`src/rtl/fiao_multi_sel_ctrl.sv`:
```
// First-in-any-out slot controller: in-order allocation, N-way select, hole retirement at head.
// Define FIAO_AGE_SEL_EN for head-rotated (oldest-first) select priority; default is lowest-index-first.
module fiao_multi_sel_ctrl #(
    parameter int unsigned Depth    = 8,
    parameter int unsigned EnqWidth = 2,
    parameter int unsigned SelWidth = 2,
    parameter int unsigned DeqWidth = 2,
    localparam int unsigned PtrWidth = $clog2(Depth)
) (
    input  logic                         clk,
    input  logic                         rstn,
    input  logic [EnqWidth-1:0]          enq_vld_i,
    output logic [EnqWidth-1:0]          enq_rdy_o,
    output logic [EnqWidth*PtrWidth-1:0] enq_ptr_o,
    input  logic [Depth-1:0]             sel_req_i,
    output logic [SelWidth-1:0]          sel_vld_o,
    output logic [SelWidth*PtrWidth-1:0] sel_ptr_o,
    output logic [SelWidth*Depth-1:0]    sel_mask_o,
    input  logic [SelWidth-1:0]          sel_ack_i,
    input  logic                         flush_i,
    output logic [Depth-1:0]             entry_vld_o,
    output logic [PtrWidth:0]            cnt_o,
    output logic                         full_o,
    output logic                         empty_o
);

    logic [Depth-1:0]    vld_q, vld_d;
    logic [PtrWidth:0]   head_q, head_d;
    logic [PtrWidth:0]   tail_q, tail_d;
    logic [PtrWidth:0]   cnt;
    logic [PtrWidth:0]   free_cnt;
    logic [EnqWidth-1:0] fire;
    logic [PtrWidth:0]   nfire;
    logic [PtrWidth:0]   ret_cnt;
    logic                ret_run;
    logic [PtrWidth-1:0] ret_slot;
    logic [Depth-1:0]    rem;
    logic                found;
    logic [PtrWidth-1:0] slot;
    logic [PtrWidth-1:0] pick;

    // {flag,ptr} is a modulo-2*Depth counter, so plain subtraction yields occupancy
    assign cnt         = tail_q - head_q;
    assign free_cnt    = (PtrWidth+1)'(Depth) - cnt;
    assign cnt_o       = cnt;
    assign full_o      = (cnt == (PtrWidth+1)'(Depth));
    assign empty_o     = (cnt == '0);
    assign entry_vld_o = vld_q;

    always_comb begin
        enq_rdy_o = '0;
        enq_ptr_o = '0;
        fire      = '0;
        nfire     = '0;
        for (int unsigned i = 0; i < EnqWidth; i++) begin
            enq_rdy_o[i] = !flush_i && (free_cnt > (PtrWidth+1)'(i));
            fire[i]      = enq_vld_i[i] & enq_rdy_o[i];
            // idle lanes report tail+i so the reset view is 0,1,2,...
            enq_ptr_o[i*PtrWidth +: PtrWidth] = fire[i]
                ? tail_q[PtrWidth-1:0] + nfire[PtrWidth-1:0]
                : tail_q[PtrWidth-1:0] + PtrWidth'(i);
            nfire = nfire + (PtrWidth+1)'(fire[i]);
        end
    end

    always_comb begin
        sel_vld_o  = '0;
        sel_ptr_o  = '0;
        sel_mask_o = '0;
        rem        = sel_req_i & vld_q;
        found      = 1'b0;
        slot       = '0;
        pick       = '0;
        for (int unsigned k = 0; k < SelWidth; k++) begin
            found = 1'b0;
            pick  = '0;
            for (int unsigned j = 0; j < Depth; j++) begin
`ifdef FIAO_AGE_SEL_EN
                slot = head_q[PtrWidth-1:0] + PtrWidth'(j);
`else
                slot = PtrWidth'(j);
`endif
                if (!found && rem[slot]) begin
                    found = 1'b1;
                    pick  = slot;
                end
            end
            if (found) begin
                rem[pick]                         = 1'b0;
                sel_vld_o[k]                      = 1'b1;
                sel_ptr_o[k*PtrWidth +: PtrWidth] = pick;
                sel_mask_o[k*Depth +: Depth]      = Depth'(1) << pick;
            end
        end
    end

    always_comb begin
        vld_d    = vld_q;
        ret_cnt  = '0;
        ret_run  = 1'b1;
        ret_slot = '0;
        // retirement looks only at registered valids, never at this cycle's acks
        for (int unsigned j = 0; j < DeqWidth; j++) begin
            ret_slot = head_q[PtrWidth-1:0] + PtrWidth'(j);
            if (ret_run && ((PtrWidth+1)'(j) < cnt) && !vld_q[ret_slot]) begin
                ret_cnt = ret_cnt + (PtrWidth+1)'(1);
            end else begin
                ret_run = 1'b0;
            end
        end
        for (int unsigned k = 0; k < SelWidth; k++) begin
            if (sel_ack_i[k] && sel_vld_o[k]) begin
                vld_d[sel_ptr_o[k*PtrWidth +: PtrWidth]] = 1'b0;
            end
        end
        for (int unsigned i = 0; i < EnqWidth; i++) begin
            if (fire[i]) begin
                vld_d[enq_ptr_o[i*PtrWidth +: PtrWidth]] = 1'b1;
            end
        end
        head_d = head_q + ret_cnt;
        tail_d = tail_q + nfire;
        if (flush_i) begin
            vld_d  = '0;
            head_d = '0;
            tail_d = '0;
        end
    end

    always_ff @(posedge clk or negedge rstn) begin
        if (!rstn) begin
            vld_q  <= '0;
            head_q <= '0;
            tail_q <= '0;
        end else begin
            vld_q  <= vld_d;
            head_q <= head_d;
            tail_q <= tail_d;
        end
    end

endmodule

```
`config.mk`:
```
export PLATFORM = sky130hd
export DESIGN_NAME = fiao_multi_sel_ctrl
export DESIGN_NICKNAME = d
export VERILOG_FILES = /design/src/rtl/fiao_multi_sel_ctrl.sv
export SDC_FILE = /design/constraint.sdc
export NUM_CORES = 1
export LEC_CHECK = 0
export BUFFER_PORTS_ARGS = -buffer_cell sky130_fd_sc_hd__buf_2
export CORE_ASPECT_RATIO = 1.2
export CORE_MARGIN = 3
export CORE_UTILIZATION = 55
export CTS_CLUSTER_DIAMETER = 120
export DETAILED_ROUTE_END_ITERATION = 16
export PLACE_DENSITY = 0.95
export SYNTH_ARGS = -nofsm -noshare
export SYNTH_HDL_FRONTEND = slang
export SYNTH_SLANG_ARGS = --single-unit
```
`constraint.sdc`:
```
create_clock -name clk -period 8.7 [get_ports clk]
set_input_delay 2.175 -clock clk [delete_from_list [all_inputs] [get_ports clk]]
set_output_delay 2.175 -clock clk [all_outputs]
set_load 0.05 [all_outputs]
```
==> results of run 1 <==
layout make-up:
| cell class | count | area, sq um | share of cell area, % |
|---|---|---|---|
| timing repair buffer | 59 | 295 | 14.0 |
| tap | 36 | 45.0 | 2.13 |
| clock buffer | 3 | 22.5 | 1.07 |
| sequential | 16 | 400 | 19.0 |
| inverter | 9 | 33.8 | 1.60 |
| multi-input combinational | 184 | 1320 | 62.3 |
power groups by stage:
stage          registers (mW)  logic (mW)  clock network, mW
3_5_place_dp            0.129       0.609                  0
2_1_floorplan           0.137       0.483                  0
6_report                0.128       0.608             0.0377
3_3_place_gp            0.127       0.596                  0
4_1_cts                 0.128       0.612             0.0379
5_1_grt                 0.132       0.660             0.0422
final timing paths:
check	slack (ps)	to	cells past startpoint	start
min in group asynchronous	1780	tail_q[1]	1	rstn
max in group asynchronous	6660	tail_q[0]	1	rstn
max reg2reg	4850	entry_vld_o[0]	16	tail_q[0]
min	580	head_q[3]	2	head_q[3]
min reg2reg	580	head_q[3]	2	head_q[3]
max	2260	enq_ptr_o[5]	8	flush_i
routing by layer:
layer | global-route usage, % | up-vias
li1 | - | 917
met2 | 47.5 | 100
met4 | 12.8 | 0
met1 | 31.7 | 899
met3 | 2.05 | 18
met5 | 0 | -
cells by family (layout without fill, tap and decap cells):
family,count (synthesis),in the layout
AOI/OAI and AO/OA,45,45
other,1,1
buffers and inverters,19,71
xor gates and xnor gates,11,11
adders and majority gates,14,14
and+or+nand+nor,105,105
muxes,8,8
DFF,16,16
metrics by stage:
step / hold WS (ps) / utilization, % / cells / area (sq um) / total power [mW]
after floorplan: 524 / - / 219 / 1810 / 0.620
after global placement: 544 / 67.2 / 304 / 2090 / 0.723
after detailed placement: 555 / 67.2 / 304 / 2090 / 0.738
after CTS: 576 / 67.9 / 307 / 2110 / 0.777
after global routing: 620 / 67.9 / 307 / 2110 / 0.835
final: 580 / 67.9 / 307 / 2110 / 0.773
layout by cell type (no fill, tap or decap), drive strengths merged, types with 6 or more instances in the layout:
cell | netlist | layout
nand3 | 14 | 14
nor2 | 25 | 25
ha | 10 | 10
a22oi | 6 | 6
nand4 | 9 | 9
a21oi | 9 | 9
nor2b | 9 | 9
xnor2 | 8 | 8
dfrtp | 16 | 16
inv | 9 | 9
a31oi | 7 | 7
buf | 7 | 59
nand2 | 22 | 22
critical path, stage by stage:
cell and delay (ps):
buf_2 220, nor4b_4 560, or2b_1 280, ha_1 180
ha_1 210, xnor2_1 270, inv_1 130, buf_2 230
state kept, by name, indices dropped and copies added, names as in the netlist:
signal,count
entry_vld_o,8
head_q,4
tail_q,4
==> reports/metrics.yaml, run 1 <==
run_status:
  status: "completed"
floorplanning:
  core_area_sq_mm: 0.00311
  die_w_microns: 58.4
  die_height_microns: 68.9
  io_pins: 61
  start_util_pct: 58.3
  num_rows: 22
  dieArea_sq_mm: 0.00402
worst_setup_path:
  worstPathRequired_ps: 6530
  cp.arrival_ps: 4270
  critPathKind: "input port to output port"
  end_kind: "output port"
  cp_max_fo: 21
  startpoint_type: "input port"
synthesis:
  synthTopCellsByCount: "nor2_1, nand2_1, dfrtp_1"
  synth_xor_xnor_area_share_pct: 5.31
  async_flop_share_pct: 100
  yosysUniqueCellTypes: 55
  ys_seq_area_share_pct: 22.1
  synth_top_family_by_area: "simple AND/OR/NAND/NOR gates"
  synth_edf_count: 0
  synth_compound_area_share_pct: 17.6
  syn_inst: 219
  synth_flop_cell: "dfrtp_1"
  synth_nets: 247
  synth_simple_gate_area_share_pct: 31.4
  synth_mux_area_share_pct: 7.25
  yosys_warnings: 0
  yosys.area.top_type_share_pct: 22.1
  synthTopCellsByArea: "dfrtp_1, ha_1, nor2_1, mux4_2, nand2_1"
  synth_area_leader_cell: "dfrtp_1"
  yosysMostFrequentCell: "nor2_1"
  ys_ff_latch: 16
  syn_area_sq_mm: 0.00181
  synth_fa_ha_area_share_pct: 10.8
  postSynthAreaPerCell_sq_um: 8.28
timing:
  slew_violations: 0
  timing.final.crit_share_pct: 74.0
  fin_crit_ps: 6440
  max_freq_mhz: 155
  maxSlewHeadroom_pct: 58.2
  grt_setup_unrepaired: "no"
  finalHoldViolations: 0
  tns_ps: 0
  tightest_slew_ps: 618
  fin_skew_ps: 2.35
  setup_violations: 0
  worst_slack_ps: 2260
clock_tree:
  root_buffer: "clkbuf_4"
  cts_buffers: 3
  cts_tree: "built"
  cts_resized: 0
  cts_max_level: 1
  clkTransAtPathRegs_ps: 80
  cts_num_sinks: 16
  clk_latency_ps: 290
  clock_path_buffers: 2
  postCtsHoldBufs: 0
  cts_setup_buffers: 0
power:
  p_int_mw: 0.296
  ir_drop_mv: 0.322
  power_frac_seq_pct: 16.5
  switching_share_pct: 61.7
  power_density_mw_per_mm2: 366
  p_switching_mw: 0.477
  combinationalPowerShare_pct: 78.6
  p_clk_share_pct: 4.9
  leakage_nw: 1.07
routing:
  m1WireLength_microns: 1960
  top_layer: "met4"
  num_vias: 1934
  dr_wl_met2_microns: 2470
  wl_per_cell_microns: 16.0
  totalWireLength_microns: 4930
  ant_nets: 0
  viasPerCell: 6.30
  drt_first_pass_iters: 4
  dr.first_iter.drc_count: 129
  drc: 0
  route.met3.wl_microns: 356
layout:
  syn_to_final_growth_pct: 16.5
  num-fill-cells: 272
  antenna_cells: 0
  fin_nets: 301
  drive_above_1_share_pct: 27.7
global_routing:
  grt_pass1_vias: 1697
  antenna_found_initial: 0
  grt_usage_pct: 26.4
  grt_start_max_net_pins: 22
  grt_first_pass_wirelength_microns: 8090
  overflow: 0
worst_hold_path:
  hp-class: "flip-flop to flip-flop"
place:
  numPortBuffers: 59
  hpwl_microns: 3990
  gp_congestion: 0.966
  pre_cts_slack_ps: 2250
flow_run:
  timing.max_cap.violations: 0
Power figures use the tool's default switching activity.
==> run 2, diff against run 1 <==
- ABC_AREA: unset -> 1
- CORE_UTILIZATION: 55 -> 47
- PLACE_DENSITY: 0.95 -> 0.89
- clock period: 8.7 -> 5.2 ns (I/O delays scaled with it)
==> reports/metrics.yaml, run 2 <==
clock_tree:
  cts_buffers: 3  # unchanged
  clk_latency_ps: 250  # was 290 ps
  cts_max_level: 1  # unchanged
  root_buffer: "clkbuf_8"  # was clkbuf_4
  cts_tree: "built"  # unchanged
  cts_setup_buffers: 0  # unchanged
  clock_path_buffers: 2  # unchanged
  postCtsHoldBufs: 0  # unchanged
  cts_resized: 0  # unchanged
  cts_num_sinks: 16  # unchanged
  clkTransAtPathRegs_ps: 60  # was 80 ps
floorplanning:
  start_util_pct: 49.3  # was 58.3%
  core_area_sq_mm: 0.00400  # was 0.00311 sq mm
  num_rows: 25  # was 22
  io_pins: 61  # unchanged
  die_w_microns: 65.2  # was 58.4 microns
  die_height_microns: 77  # was 68.9 microns
  dieArea_sq_mm: 0.00502  # was 0.00402 sq mm
timing:
  max_freq_mhz: 212
  fin_crit_ps: 4720
  timing.final.crit_share_pct: 90.7
  whs_ps: 500  # was 580 ps
  grt_setup_unrepaired: "no"  # unchanged
  slew_violations: 0  # unchanged
  worst_slack_ps: 483  # was 2260 ps
  setup_violations: 0  # unchanged
  finalHoldViolations: 0  # unchanged
  fin_skew_ps: 3.92  # was 2.35 ps
  tns_ps: 0  # unchanged
synthesis:
  syn_area_sq_mm: 0.00197  # was 0.00181 sq mm
  synthTopCellsByArea: "dfrtp_1, inv_1, nand2_1, nor2_1, ha_1"  # was dfrtp_1, ha_1, nor2_1, mux4_2, nand2_1
  yosys.area.top_type_share_pct: 20.3  # was 22.1%
  synth_nets: 328  # was 247
  ys_ff_latch: 16  # unchanged
  synth_edf_count: 0  # unchanged
  yosysMostFrequentCell: "inv_1"  # was nor2_1
  yosysUniqueCellTypes: 37  # was 55
  postSynthAreaPerCell_sq_um: 6.58  # was 8.28 sq um
  synth_flop_cell: "dfrtp_1"  # unchanged
  syn_inst: 300  # was 219
  async_flop_share_pct: 100  # unchanged
  synthTopCellsByCount: "inv_1, nand2_1, nor2_1"  # was nor2_1, nand2_1, dfrtp_1
  synth_area_leader_cell: "dfrtp_1"  # unchanged
  ys_seq_area_share_pct: 20.3  # was 22.1%
  yosys_warnings: 0  # unchanged
routing:
  viasPerCell: 5.18  # was 6.30
  ant_nets: 0  # unchanged
  num_vias: 2107  # was 1,934
  totalWireLength_microns: 5110  # was 4930 microns
  wl_per_cell_microns: 12.6  # was 16.0 microns
  drc: 0  # unchanged
  drt_first_pass_iters: 5  # was 4
  dr.first_iter.drc_count: 98  # was 129
layout:
  fin_area_sq_mm: 0.00233  # was 0.00211 sq mm
  syn_to_final_growth_pct: 18.2  # was 16.5%
  antenna_cells: 0  # unchanged
  layout_commonest_cell: "buf_2"  # unchanged
  fin_nets: 382  # was 301
  largest_register_ff_count: 8  # unchanged
  layout.cells.most_common_list: "buf_2, inv_1, nand2_1, nor2_1, nand3_1"  # was buf_2, nor2_1, nand2_1
  drive_above_1_share_pct: 30.0  # was 27.7%
worst_setup_path:
  r2r_slack_ps: 1750  # was 4850 ps
  r2r_cells: 18  # was 16
  worstPathRequired_ps: 3900  # was 6530 ps
  critPathKind: "flip-flop to output port"  # was input port to output port
  reg2reg_from: "head_q[0]"  # was tail_q[0]
  cp_max_fo: 12  # was 21
  reg2reg_to: "entry_vld_o[5]"  # was entry_vld_o[0]
  startpoint_type: "flip-flop"  # was input port
  cp.arrival_ps: 3420  # was 4270 ps
  end_kind: "output port"  # unchanged
worst_hold_path:
  hp-class: "flip-flop to flip-flop"  # unchanged
  worstHoldPathCells: 1  # was 2
  whs_endpoint: "head_q[3]"  # unchanged
  hp-start: "head_q[3]"  # unchanged
global_routing:
  grt_start_max_net_pins: 18  # was 22
  grt_usage_pct: 20.8  # was 26.4%
  grt_first_pass_wirelength_microns: 8630  # was 8090 microns
  overflow: 0  # unchanged
  grt_pass1_vias: 1976  # was 1,697
  antenna_found_initial: 0  # unchanged
place:
  placed_cell_area_sq_mm: 0.00228  # was 0.00209 sq mm
  numPortBuffers: 59  # unchanged
  pre_cts_slack_ps: 663  # was 2250 ps
  gp_congestion: 0.971  # was 0.966
  hpwl_microns: 4180  # was 3990 microns
run_status:
  status: "completed"  # unchanged
flow_run:
  timing.max_cap.violations: 0  # unchanged
-- run 2: cell count changes after synthesis, sizes merged, moves of 4 or more --
cell / previous run / this run
a31oi: 7 / 2
and2: 5 / 0
mux4: 4 / 0
a22oi: 6 / 0
xnor2: 8 / 3
o21ai: 4 / 26
inv: 9 / 59
nor2: 25 / 52
a21oi: 9 / 19
nand3: 14 / 24
nor2b: 9 / 0
nand2: 22 / 59
-- run 2: kinds of logic after synthesis --
| family | after synthesis | synth area share (%) |
|---|---|---|
| flops | 16 | 20.3 |
| other cells | 1 | 0.190 |
| compound gates | 49 | 16.2 |
| xor+xnor | 4 | 1.77 |
| buf+inv | 69 | 14.2 |
| mux | 1 | 0.570 |
| fa+ha+maj | 13 | 9.38 |
| simple gates | 147 | 37.4 |
-- run 2: worst max path at each step --
stage,start,endpoint,slack [ps]
finish,head_q[0],enq_ptr_o[5],480
CTS,head_q[0],enq_ptr_o[5],470
global placement,flush_i,enq_ptr_o[5],740
global route,head_q[0],enq_ptr_o[5],190
detailed placement,flush_i,enq_ptr_o[5],660
floorplan,sel_req_i[2],sel_ptr_o[4],520
-- run 2: metrics by stage --
step / std cells / utilization, %
finish: 407 / 58.3
global route: 407 / 58.3
CTS: 407 / 58.3
detailed placement: 403 / 56.9
global placement: 403 / 56.9
floorplan: 300 / -
-- run 2: layer usage --
metal | routed length [microns] | GRT usage, %
met1 | 2080 | 23.0
met4 | 90 | 6.64
met2 | 2640 | 39.4
met3 | 299 | 2.93
met5 | 0 | 0
-- run 2: worst max-delay path, stage by stage (launching register included) --
cell     delay (ps)
dfrtp_1         520
ha_1            210
inv_1            60
fa_1            370
xnor2_1         250
nor2_1           70
nand3_1         130
nand4_2         220
inv_1           170
nand2_1          70
ha_1            190
ha_1            190
or2_2           270
nand2_1         170
inv_1            60
buf_2           210
-- run 2: layout make-up --
cell class	count	area [sq um]
Fill cell	390	1670
Multi-Input combinational cell	215	1290
Sequential cell	16	400
Timing Repair Buffer	59	295
Inverter	59	221
Tap cell	54	67.6
Clock buffer	4	55.1
Power of run 2 is not shown: default switching activity piles up to over one toggle a cycle in this logic, so the estimate is an artifact.
